[src/rtl/pixel_buffer_ctrl.sv]
// pixel_buffer_ctrl
//   Ring-FIFO controller that streams pixels through a dual-port SRAM
//   (port A read, port B write) and delivers them on a registered
//   valid/ready output with a two-word output stage (out word + skid word).
//
// Ports
//   clk, rst_n            single clock, asynchronous active-low reset
//   flush                 synchronous clear of all buffer state
//   wr_valid/wr_ready/wr_data   producer side
//   rd_valid/rd_ready/rd_data   consumer side, rd_data registered
//   level                 words held (SRAM + in-flight read + output stage)
//   sram_oea/sram_a/sram_doa    SRAM port A (read, 1-cycle latency)
//   sram_webn/sram_b/sram_dib   SRAM port B (write, active-low lane enables)
//   sram_oeb              port B output enable, tied low
module pixel_buffer_ctrl #(
  parameter int DATA_W = 48,
  parameter int ADDR_W = 10,
  parameter int DEPTH  = 1024
) (
  input  logic              clk,
  input  logic              rst_n,
  input  logic              flush,
  input  logic              wr_valid,
  output logic              wr_ready,
  input  logic [DATA_W-1:0] wr_data,
  output logic              rd_valid,
  input  logic              rd_ready,
  output logic [DATA_W-1:0] rd_data,
  output logic [10:0]       level,
  output logic              sram_oea,
  output logic [ADDR_W-1:0] sram_a,
  input  logic [DATA_W-1:0] sram_doa,
  output logic [2:0]        sram_webn,
  output logic [ADDR_W-1:0] sram_b,
  output logic [DATA_W-1:0] sram_dib,
  output logic              sram_oeb
);

  localparam logic [ADDR_W:0]   FULL_C = (ADDR_W+1)'(DEPTH);
  localparam logic [ADDR_W-1:0] LAST_C = ADDR_W'(DEPTH - 1);

  // Pointer advance with explicit wrap so non-power-of-two depths also work.
  function automatic logic [ADDR_W-1:0] ptr_inc(input logic [ADDR_W-1:0] p);
    ptr_inc = (p == LAST_C) ? '0 : p + 1'b1;
  endfunction

  logic [ADDR_W-1:0] wr_ptr_q, wr_ptr_d;
  logic [ADDR_W-1:0] rd_ptr_q, rd_ptr_d;
  logic [ADDR_W:0]   mem_count_q, mem_count_d;
  logic [1:0]        held_q, held_d;
  logic              pend_q, pend_d;
  logic [DATA_W-1:0] out_q, out_d;
  logic [DATA_W-1:0] skid_q, skid_d;

  logic       wr_fire;
  logic       pop;
  logic       rd_issue;
  logic [2:0] stage_after;
  logic [1:0] kept;

  always_comb begin
    wr_ready = rst_n & ~flush & (mem_count_q != FULL_C);
    wr_fire  = wr_valid & wr_ready;
    rd_valid = (held_q != 2'd0);
    pop      = rd_valid & rd_ready;

    // Words the stage will hold next cycle if no new read is issued; a new
    // read is only launched when its data is guaranteed a free slot.
    stage_after = {1'b0, held_q} + {2'b00, pend_q} - {2'b00, pop};
    rd_issue    = ~flush & (mem_count_q != '0) & (stage_after < 3'd2);

    wr_ptr_d    = wr_fire  ? ptr_inc(wr_ptr_q) : wr_ptr_q;
    rd_ptr_d    = rd_issue ? ptr_inc(rd_ptr_q) : rd_ptr_q;
    mem_count_d = mem_count_q + (ADDR_W+1)'(wr_fire) - (ADDR_W+1)'(rd_issue);
    pend_d      = rd_issue;

    // Output stage: pop shifts skid into out, then returning SRAM data
    // fills the first free slot so order is preserved.
    kept   = held_q - {1'b0, pop};
    out_d  = out_q;
    skid_d = skid_q;
    if (pop) begin
      out_d = skid_q;
    end
    if (pend_q) begin
      if (kept == 2'd0) begin
        out_d = sram_doa;
      end else begin
        skid_d = sram_doa;
      end
    end
    held_d = kept + {1'b0, pend_q};

    // Flush drops everything, including the read returning this cycle.
    if (flush) begin
      wr_ptr_d    = '0;
      rd_ptr_d    = '0;
      mem_count_d = '0;
      pend_d      = 1'b0;
      held_d      = 2'd0;
    end

    sram_oea  = rd_issue;
    sram_a    = rd_issue ? rd_ptr_q : '0;
    sram_webn = wr_fire ? 3'b000 : 3'b111;
    sram_b    = wr_fire ? wr_ptr_q : '0;
    sram_dib  = wr_fire ? wr_data : '0;
    sram_oeb  = 1'b0;

    rd_data = out_q;
    level   = 11'(mem_count_q) + 11'(held_q) + 11'(pend_q);
  end

  always_ff @(posedge clk or negedge rst_n) begin
    if (!rst_n) begin
      wr_ptr_q    <= '0;
      rd_ptr_q    <= '0;
      mem_count_q <= '0;
      held_q      <= 2'd0;
      pend_q      <= 1'b0;
      out_q       <= '0;
    end else begin
      wr_ptr_q    <= wr_ptr_d;
      rd_ptr_q    <= rd_ptr_d;
      mem_count_q <= mem_count_d;
      held_q      <= held_d;
      pend_q      <= pend_d;
      out_q       <= out_d;
    end
  end

  // Skid word is only ever read when held says it is valid.
  always_ff @(posedge clk) begin
    skid_q <= skid_d;
  end

endmodule

[config.mk]
export PLATFORM = sky130hd
export DESIGN_NAME = pixel_buffer_ctrl
export DESIGN_NICKNAME = d
export VERILOG_FILES = /design/src/rtl/pixel_buffer_ctrl.sv
export SDC_FILE = /design/constraint.sdc
export NUM_CORES = 1
export LEC_CHECK = 0
export BUFFER_PORTS_ARGS = -buffer_cell sky130_fd_sc_hd__buf_2
export CAP_MARGIN = 30
export CORE_MARGIN = 4
export CORE_UTILIZATION = 54
export CTS_CLUSTER_SIZE = 14
export DETAILED_ROUTE_END_ITERATION = 8
export PLACE_DENSITY = 0.92
export REMOVE_ABC_BUFFERS = 1
export SLEW_MARGIN = 10
export SYNTH_ARGS = -nofsm -noshare
export SYNTH_HDL_FRONTEND = slang
export SYNTH_SLANG_ARGS = --single-unit
[constraint.sdc]
create_clock -name clk -period 11.1 [get_ports clk]
set_input_delay 1.665 -clock clk [delete_from_list [all_inputs] [get_ports clk]]
set_output_delay 1.665 -clock clk [all_outputs]
set_load 0.01 [all_outputs]
== After elaboration in Yosys (flattened, before gate mapping) ==
Index checks and enable logic that the tools add are counted.
Operators by class
  $add $sub $neg: 10
  $lt $le $gt $ge: 1
  equality and inequality tests: 3
  muxes and demuxes: 16
  bitwise gates (word level): 8
  reduce and logical (&&, ||, !) cells: 6
Operator list (count)
  $mux W48: 4
  $mux W10: 8
  $add A11 B1 Y11: 2
  $add A10 B1 Y10 const B: 2
  $eq A10 B10 Y1 const B: 2
  $add A11 B2 Y11: 1
  $mux W11: 1
  $ne A11 B11 Y1 const B: 1
  $reduce_bool A11 Y1: 1
  $sub A11 B1 Y11: 1
  $and A1 B1 Y1: 6
  $reduce_bool A2 Y1: 3
  $add A2 B1 Y3: 1
  $lt A3 B2 Y1 const B: 1
  $mux W3: 1
  $sub A3 B1 Y3: 1
  $add A2 B1 Y2: 1
  $logic_not A2 Y1: 1
  $mux W2: 1
  $not A1 Y1: 2
  $reduce_and A2 Y1: 1
  $sub A2 B1 Y2: 1
  $mux W1: 1
Storage, ports and cells
  register bits: 130
  bits of input ports: 101
  output and inout port bits: 134
  word-level logic and storage cells: 51

== Depth between registers and ports, before layout ==
Gate-level depths: netlist of run 1.
  depth in word-level cells: 7
  gate-level depth with buffers: 19
  depth with buffers taken out: 17

== Least setup slack after synthesis of run 1 ==
OpenSTA, ideal clock, no wires.
  path kind: input-to-reg
  start: input rd_ready
  end: register skid_q[0], enable pin
  library setup time: 470 ps
  data arrival time: 4806 ps
  data required time: 10630 ps
  setup slack: 5825 ps
  stages: 6
  buffers on the path: 1
  cells stage by stage: nand2_1 -> buf_2 -> inv_1 -> ha_1 -> xnor2_1 -> a21oi_1
Between the ends
  word-level cells in the longest chain between the ends: 5
Ends and longest elaborated chain
  start: declaration: RTL line 27  | input logic rd_ready,
  $and A1 B1 Y1: RTL line 65  | pop = rd_valid & rd_ready;
  $sub A2 B1 Y2: RTL line 79  | kept = held_q - {1'b0, pop};
  $logic_not A2 Y1: RTL line 86  | if (kept == 2'd0) begin
  $not A1 Y1 (no source line)
  $reduce_and A2 Y1 (no source line)
  end signal: assignment: RTL line 134  | skid_q <= skid_d;
  end: declaration: RTL line 53  | logic [DATA_W-1:0] skid_q, skid_d;
Every way passes these cells.
A chain may end at the register's enable or synchronous reset.

== Worst setup path in the final report of run 1 ==
  start: input rd_ready
  end: output sram_a[5]
Between the ends
  word-level cells in the longest chain between the ends: 5
Ends and longest elaborated chain
  $and A1 B1 Y1: RTL line 65
  $sub A3 B1 Y3: RTL line 69  | stage_after = {1'b0, held_q} + {2'b00, pend_q} - {2'b00, pop};
  $lt A3 B2 Y1: RTL line 70  | rd_issue = ~flush & (mem_count_q != '0) & (stage_after < 3'd2);
  $and A1 B1 Y1: RTL line 70
  $mux W10: RTL line 104  | sram_a = rd_issue ? rd_ptr_q : '0;
  end: declaration: RTL line 31  | output logic [ADDR_W-1:0] sram_a,
Every way passes these cells.

==> reports/qor.txt, run 1 <==
Clk slew on worst S/H paths: 0.05 ns
Setup CP Type: in2out
FF+latch count, synth: 130
Clock Skews: 0.00693 ns
Row count: 40
Crit path largest cell delay: 0.72 ns
Routed WL per cell: 17.2 microns
Number of instances in the placed design: 996
Crit start category: input pin
Combinational cell fraction of total power: 42.3%
Average vias per placed instance: 5.33
Power share of the sequential group: 32.1%
CTS tree: yes
Max FO, Critical Path: 17
Post-CTS setup buffers: 0
CTS Sinks: 130
Worst setup margin: 5.45 ns
I/O pins: 235
Number of remaining DRC errors: 0
Setup TNS Final: 0 ns
Die Area: 0.0142 sq mm
Final worst-path cycle share: 50.9%
Share of layout cells above drive strength 1: 32.8%
Gate Count Post-Synth: 622
Worst Hold Class: reg2reg
Buffers & Inverters on Critical Path: 2
Final wirelength: 17.7 mm
Initial antenna violation count: 3
Core area: 0.0121 sq mm
Number of synthesized flops with an enable pin: 48
Req. time, crit path: 9.44 ns
Setup-failing EPs final: 0
Gp weighted congestion: 0.820
Critical Path AT: 3.99 ns
Power Dens Cells: 279 mW/mm^2
Sequential-to-total area share from yosys stat: 52.4%
Critical Path Slowest Stage Cell: nor2_1
Hold Vio Cnt, Final: 0
Port-buffer cells: 233
Clock group share of total power: 25.5%
Vias in the first global route: 5,462
Worst Tran Pin Value: 0.952 ns
Worst VDD drop: 162 uV
Pre-CTS setup slack: 5.41 ns
Clock Tree Root: clkbuf_16
Fin crit period: 5.65 ns
Antenna-violating nets left: 0
Internal power: 1.51 mW
Clk buf depth: 2
Mapped Area: 0.00666 sq mm
Grt ovf: 0
Starting Density: 55.2%
Synth async-reset ratio: 63.1%
YS warnings: 0
Largest net degree at the start of global routing: 62
Via count: 5,494
Post-CTS sizing: 0
Status: finished, final reports clean
Cell chain of the critical path: buf_2 -> xor2_1 -> nand2_1 -> fa_1 -> xnor2_2 -> o311ai_4 -> nor2_1 -> and2_1 -> buf_2
Most common cell on crit path: buf_2
Final core utilization: 71.6%
Slew margin rel.: 35.7%
First-pass detailed-route iteration total: 6
First-pass GRT wire length: 27.8 mm
CTS buffer count: 17
Distinct cell type count after synthesis: 55
Fillers: 844
RSZ-0062 raised after global routing: false
Tot GR Track Use: 24.7%
Die height: 119 microns
Total power: 2.41 mW
Leak: 4.30 nW
Maxcap violations: 0
Syn_area_per_cell: 10.7 sq um
Ys flop type: dfrtp_1
Peak Freq: 0.177 GHz
Starting DRT DRC Count: 498
H-tree levels: 4
DP Wirelength: 12.4 mm
Switching Share: 37.5%
CTS Hold Bufs: 0
Finished Layout Cells: 1,031
Area delta synth->final: 29.6%
Slew Limit Fails: 0
Crit-path leading delay family: simple AND/OR/NAND/NOR gates
Nets: 979
Net Switching: 906 uW
Die X-Extent: 119 microns
Clk Latency, worst-skew pair: 0.41 ns
Setup crit end kind: primary output
==> metrics by stage <==
stage / area (sq um) / hold WS [ns]
floorplan: 6520 / 0.475
global placement: 7950 / 0.519
detailed placement: 7970 / 0.537
CTS: 8630 / 0.552
global route: 8640 / 0.569
finish: 8640 / 0.549
==> worst min-delay path, stage by stage, from the launching register on <==
cell	delay (ns)
edfxtp_1	0.32
mux2i_1	0.06
a21oi_1	0.13
==> kinds of logic after synthesis <==
| group | count (synthesis) | synth area share (%) |
|---|---|---|
| flops | 130 | 52.4 |
| simple gates | 226 | 17.6 |
| buf+inv | 58 | 3.68 |
| fa+ha+maj | 31 | 6.27 |
| compound gates | 101 | 9.07 |
| mux | 50 | 7.53 |
| other cells | 1 | 0.0563 |
| xor+xnor | 25 | 3.40 |
==> sequential cells by signal, indices dropped and copies added (netlist names) <==
name,flops
rd_data,48
skid_q,48
mem_count_q,11
rd_ptr_q,10
wr_ptr_q,10
held_q,2
pend_q,1
==> cell usage after synthesis (2+ instances only) <==
| cell | instances | share of area, % |
|---|---|---|
| buf_2 | 12 | 0.90 |
| a31oi_1 | 3 | 0.28 |
| fa_1 | 4 | 1.2 |
| inv_1 | 26 | 1.5 |
| a21o_1 | 3 | 0.34 |
| or4b_1 | 2 | 0.30 |
| a21oi_1 | 61 | 4.6 |
| clkbuf_1 | 15 | 0.84 |
| nand3_1 | 10 | 0.75 |
| and3_1 | 5 | 0.47 |
| nand2_1 | 23 | 1.3 |
| a221oi_1 | 2 | 0.26 |
| mux2i_1 | 49 | 7.4 |
| a41oi_1 | 2 | 0.26 |
| edfxtp_1 | 48 | 22 |
| nand3b_1 | 3 | 0.34 |
| xnor2_1 | 16 | 2.1 |
| dfrtp_1 | 82 | 31 |
| nor3_1 | 9 | 0.68 |
| xor2_1 | 8 | 1.1 |
| o21ai_0 | 13 | 0.98 |
| ha_1 | 27 | 5.1 |
| a311oi_1 | 2 | 0.26 |
| or2_2 | 2 | 0.19 |
| nor2b_1 | 10 | 0.94 |
| and2_1 | 69 | 6.5 |
| o311ai_0 | 3 | 0.39 |
| buf_4 | 3 | 0.34 |
| nand4_1 | 4 | 0.38 |
| and4_1 | 2 | 0.26 |
| nor2_1 | 79 | 4.4 |
| o21a_1 | 2 | 0.23 |
==> cell type report <==
class | count | area (sq um) | share of cell area (%)
well taps | 168 | 210 | 2.43
clock inverters | 12 | 204 | 2.36
inverters | 26 | 97.6 | 1.13
flip-flops and latches | 130 | 3490 | 40.4
clock buffers | 20 | 457 | 5.29
multi-input cells | 434 | 2950 | 34.2
repair buffers | 238 | 1220 | 14.1
diodes | 3 | 7.51 | 0.0869
==> power groups by stage <==
stage,sequential (mW),clock (mW),combinational [mW]
2_1_floorplan,0.811,0,0.642
3_3_place_gp,0.772,0,0.963
3_5_place_dp,0.780,0,1.01
4_1_cts,0.775,0.623,1.02
5_1_grt,0.794,0.642,1.12
6_report,0.775,0.616,1.02
==> final timing paths <==
path | to | cells past startpoint | slack [ns] | startpoint
worst min register to register | rd_data[32]$_DFF_PN0_ | 2 | 0.55 | skid_q[32]$_DFFE_PP_
worst max register to register | mem_count_q[8]$_DFF_PN0_ | 17 | 6.28 | held_q[1]$_DFF_PN0_
min in group asynchronous | rd_data[42]$_DFF_PN0_ | 1 | 1.15 | rst_n
max in group asynchronous | rd_data[35]$_DFF_PN0_ | 2 | 8.85 | rst_n
worst min-delay path | rd_data[32]$_DFF_PN0_ | 2 | 0.55 | skid_q[32]$_DFFE_PP_
worst max-delay path | sram_a[5] | 9 | 5.45 | rd_ready
==> cell usage in the layout, fill, tap and decap left out, types with 4 or more instances in the layout <==
master / Yosys / routed
xor2_1: 8 / 8
nand4_1: 4 / 4
ha_1: 27 / 27
buf_4: 3 / 5
fa_1: 4 / 4
a21oi_1: 61 / 60
clkbuf_16: 0 / 17
bufinv_16: 0 / 5
nor2_1: 79 / 79
edfxtp_1: 48 / 48
nor2b_1: 10 / 10
dfrtp_1: 82 / 82
nor3_1: 9 / 9
and3_1: 5 / 5
nand3_1: 10 / 9
xnor2_1: 16 / 16
o21ai_0: 13 / 13
and2_1: 69 / 69
nand2_1: 23 / 22
inv_1: 26 / 26
buf_2: 12 / 232
mux2i_1: 49 / 49
==> metal layers <==
metal,routed length [microns],up-vias,GRT usage [%]
li1,-,2597,-
met1,6350,2594,26.9
met2,9520,255,44.9
met3,1200,48,6.46
met4,654,0,11.2
met5,0,-,0
(Power assumes the default switching activity.)
==> run 2, diff against run 1 <==
CORE_UTILIZATION = 46   (was 54)
PLACE_DENSITY = 0.84   (was 0.92)
clock period = 4.63 ns   (was 11.1 ns; I/O delays follow)
==> reports/qor.txt, run 2 (synthesized netlist as in run 1, its figures left out) <==
Die Area: 0.0165 sq mm
First-pass GRT wire length: 26.6 mm
Gp weighted congestion: 0.860
Maxcap violations: 0
Fillers: 1,179
Power Dens Cells: 643 mW/mm^2
Average vias per placed instance: 5.13
Most frequent cells in the layout: buf_2, dfrtp_1, nor2_1
Final wirelength: 17.2 mm
Clk slew on worst S/H paths: 0.06 ns
Crit start category: flip-flop
Internal power: 3.33 mW
Nets: 983
Number of instances in the placed design: 1,012
H-tree levels: 4
CTS buffer count: 17
Net Switching: 2.17 mW
Setup crit end kind: flip-flop
Status: finished, final reports clean
Hold Vio Cnt, Final: 0
I/O pins: 235
Area delta synth->final: 28.3%
Switching Share: 39.5%
Multi-input logic area: 0.00295 sq mm
DP Wirelength: 12.0 mm
Grt ovf: 0
Flop2flop setup slack: 0.47 ns
Worst setup margin: 0.474 ns
CTS Hold Bufs: 0
Clk buf depth: 2
Setup-failing EPs final: 0
Initial antenna violation count: 1
Worst Tran Pin Value: 0.932 ns
Post-CTS sizing: 0
Post-CTS setup buffers: 0
Setup CP Type: reg2reg
Via count: 5,353
Clk Latency, worst-skew pair: 0.42 ns
Tot GR Track Use: 20.8%
Slew margin rel.: 37.9%
Core area: 0.0140 sq mm
Vias in the first global route: 5,244
Port-buffer cells: 233
Total power: 5.50 mW
RR Startpoint: held_q[1]$_DFF_PN0_
Starting Density: 47.5%
RSZ-0062 raised after global routing: false
Clock group share of total power: 22.5%
Most common cell after layout, fill and taps aside: buf_2
First-pass detailed-route iteration total: 5
Worst VDD drop: 451 uV
Max FO, Critical Path: 17
Number of remaining DRC errors: 0
Final worst-path cycle share: 89.8%
Power share of the sequential group: 34.0%
Slew Limit Fails: 0
Die height: 128 microns
Clock Tree Root: clkbuf_16
Combinational cell fraction of total power: 43.5%
Cells on worst reg2reg path: 15
RR Endpoint: mem_count_q[9]$_DFF_PN0_
Critical Path AT: 4.46 ns
Diodes inserted: 0
Die X-Extent: 128 microns
Clock Skews: 0.00627 ns
Row count: 43
Peak Freq: 0.241 GHz
CTS Sinks: 130
Largest net degree at the start of global routing: 97
Routed WL per cell: 16.5 microns
Share of layout cells above drive strength 1: 33.1%
Finished Layout Cells: 1,044
Req. time, crit path: 4.93 ns
Register area: 0.00349 sq mm
Fin crit period: 4.16 ns
Worst Hold Class: in2async
Leak: 4.26 nW
Starting DRT DRC Count: 253
Pre-CTS setup slack: 0.539 ns
CTS tree: yes
Antenna-violating nets left: 0
run 2: metal layers:
layer | part of all wire (%) | track usage [%]
met5 | 0.076 | 0
met4 | 1.3 | 5.74
met3 | 9.1 | 7.85
met2 | 51 | 36.5
met1 | 39 | 24.0
run 2: power by group through the flow:
stage / combinational, mW / clock (mW) / sequential, mW
2_1_floorplan: 1.54 / 0 / 1.95
3_3_place_gp: 2.30 / 0 / 1.87
3_5_place_dp: 2.37 / 0 / 1.88
4_1_cts: 2.41 / 1.25 / 1.87
5_1_grt: 2.67 / 1.31 / 1.92
6_report: 2.39 / 1.24 / 1.87
run 2: how the worst max path moves through the flow:
stage               cells past startpoint  slack, ns                        to                 from
floorplan                              17      -1.13  mem_count_q[8]$_DFF_PN0_  held_q[1]$_DFF_PN0_
global placement                       17       0.65  mem_count_q[8]$_DFF_PN0_             rd_ready
detailed placement                     15       0.54  mem_count_q[9]$_DFF_PN0_             rd_ready
CTS                                    15       0.49  mem_count_q[9]$_DFF_PN0_  held_q[1]$_DFF_PN0_
global route                           17       0.20  mem_count_q[8]$_DFF_PN0_  held_q[1]$_DFF_PN0_
finish                                 15       0.47  mem_count_q[9]$_DFF_PN0_  held_q[1]$_DFF_PN0_
run 2: through the flow:
stage	instance area [sq um]	hold WS (ns)	TNS, ns	utilization, %
2_1_floorplan	6520	0.399	-91.40	-
3_3_place_gp	8000	0.526	0	56.9
3_5_place_dp	8000	0.537	0	57.0
4_1_cts	8550	0.407	0	60.9
5_1_grt	8550	0.434	0	60.9
6_report	8550	0.394	0	60.9
run 2: cell type report:
cell class,count,area share (%)
Clock inverter,14,1.24
Clock buffer,18,5.14
Tap cell,180,2.63
Multi-Input combinational cell,434,34.5
Sequential cell,130,40.9
Inverter,26,1.14
Timing Repair Buffer,242,14.5
run 2: critical path, cell delays in order (launching register included):
cell and delay (ns):
dfrtp_1 0.50, or2_2 0.34, nand2_2 0.09, nor2_1 0.07
fa_1 0.47, xnor2_2 0.19, o311ai_4 0.24, nor2_1 0.20
ha_1 0.23, inv_1 0.06, ha_1 0.27, a21o_1 0.17
a221oi_1 0.38, o21bai_1 0.15, a211oi_1 0.31, mux2_2 0.37
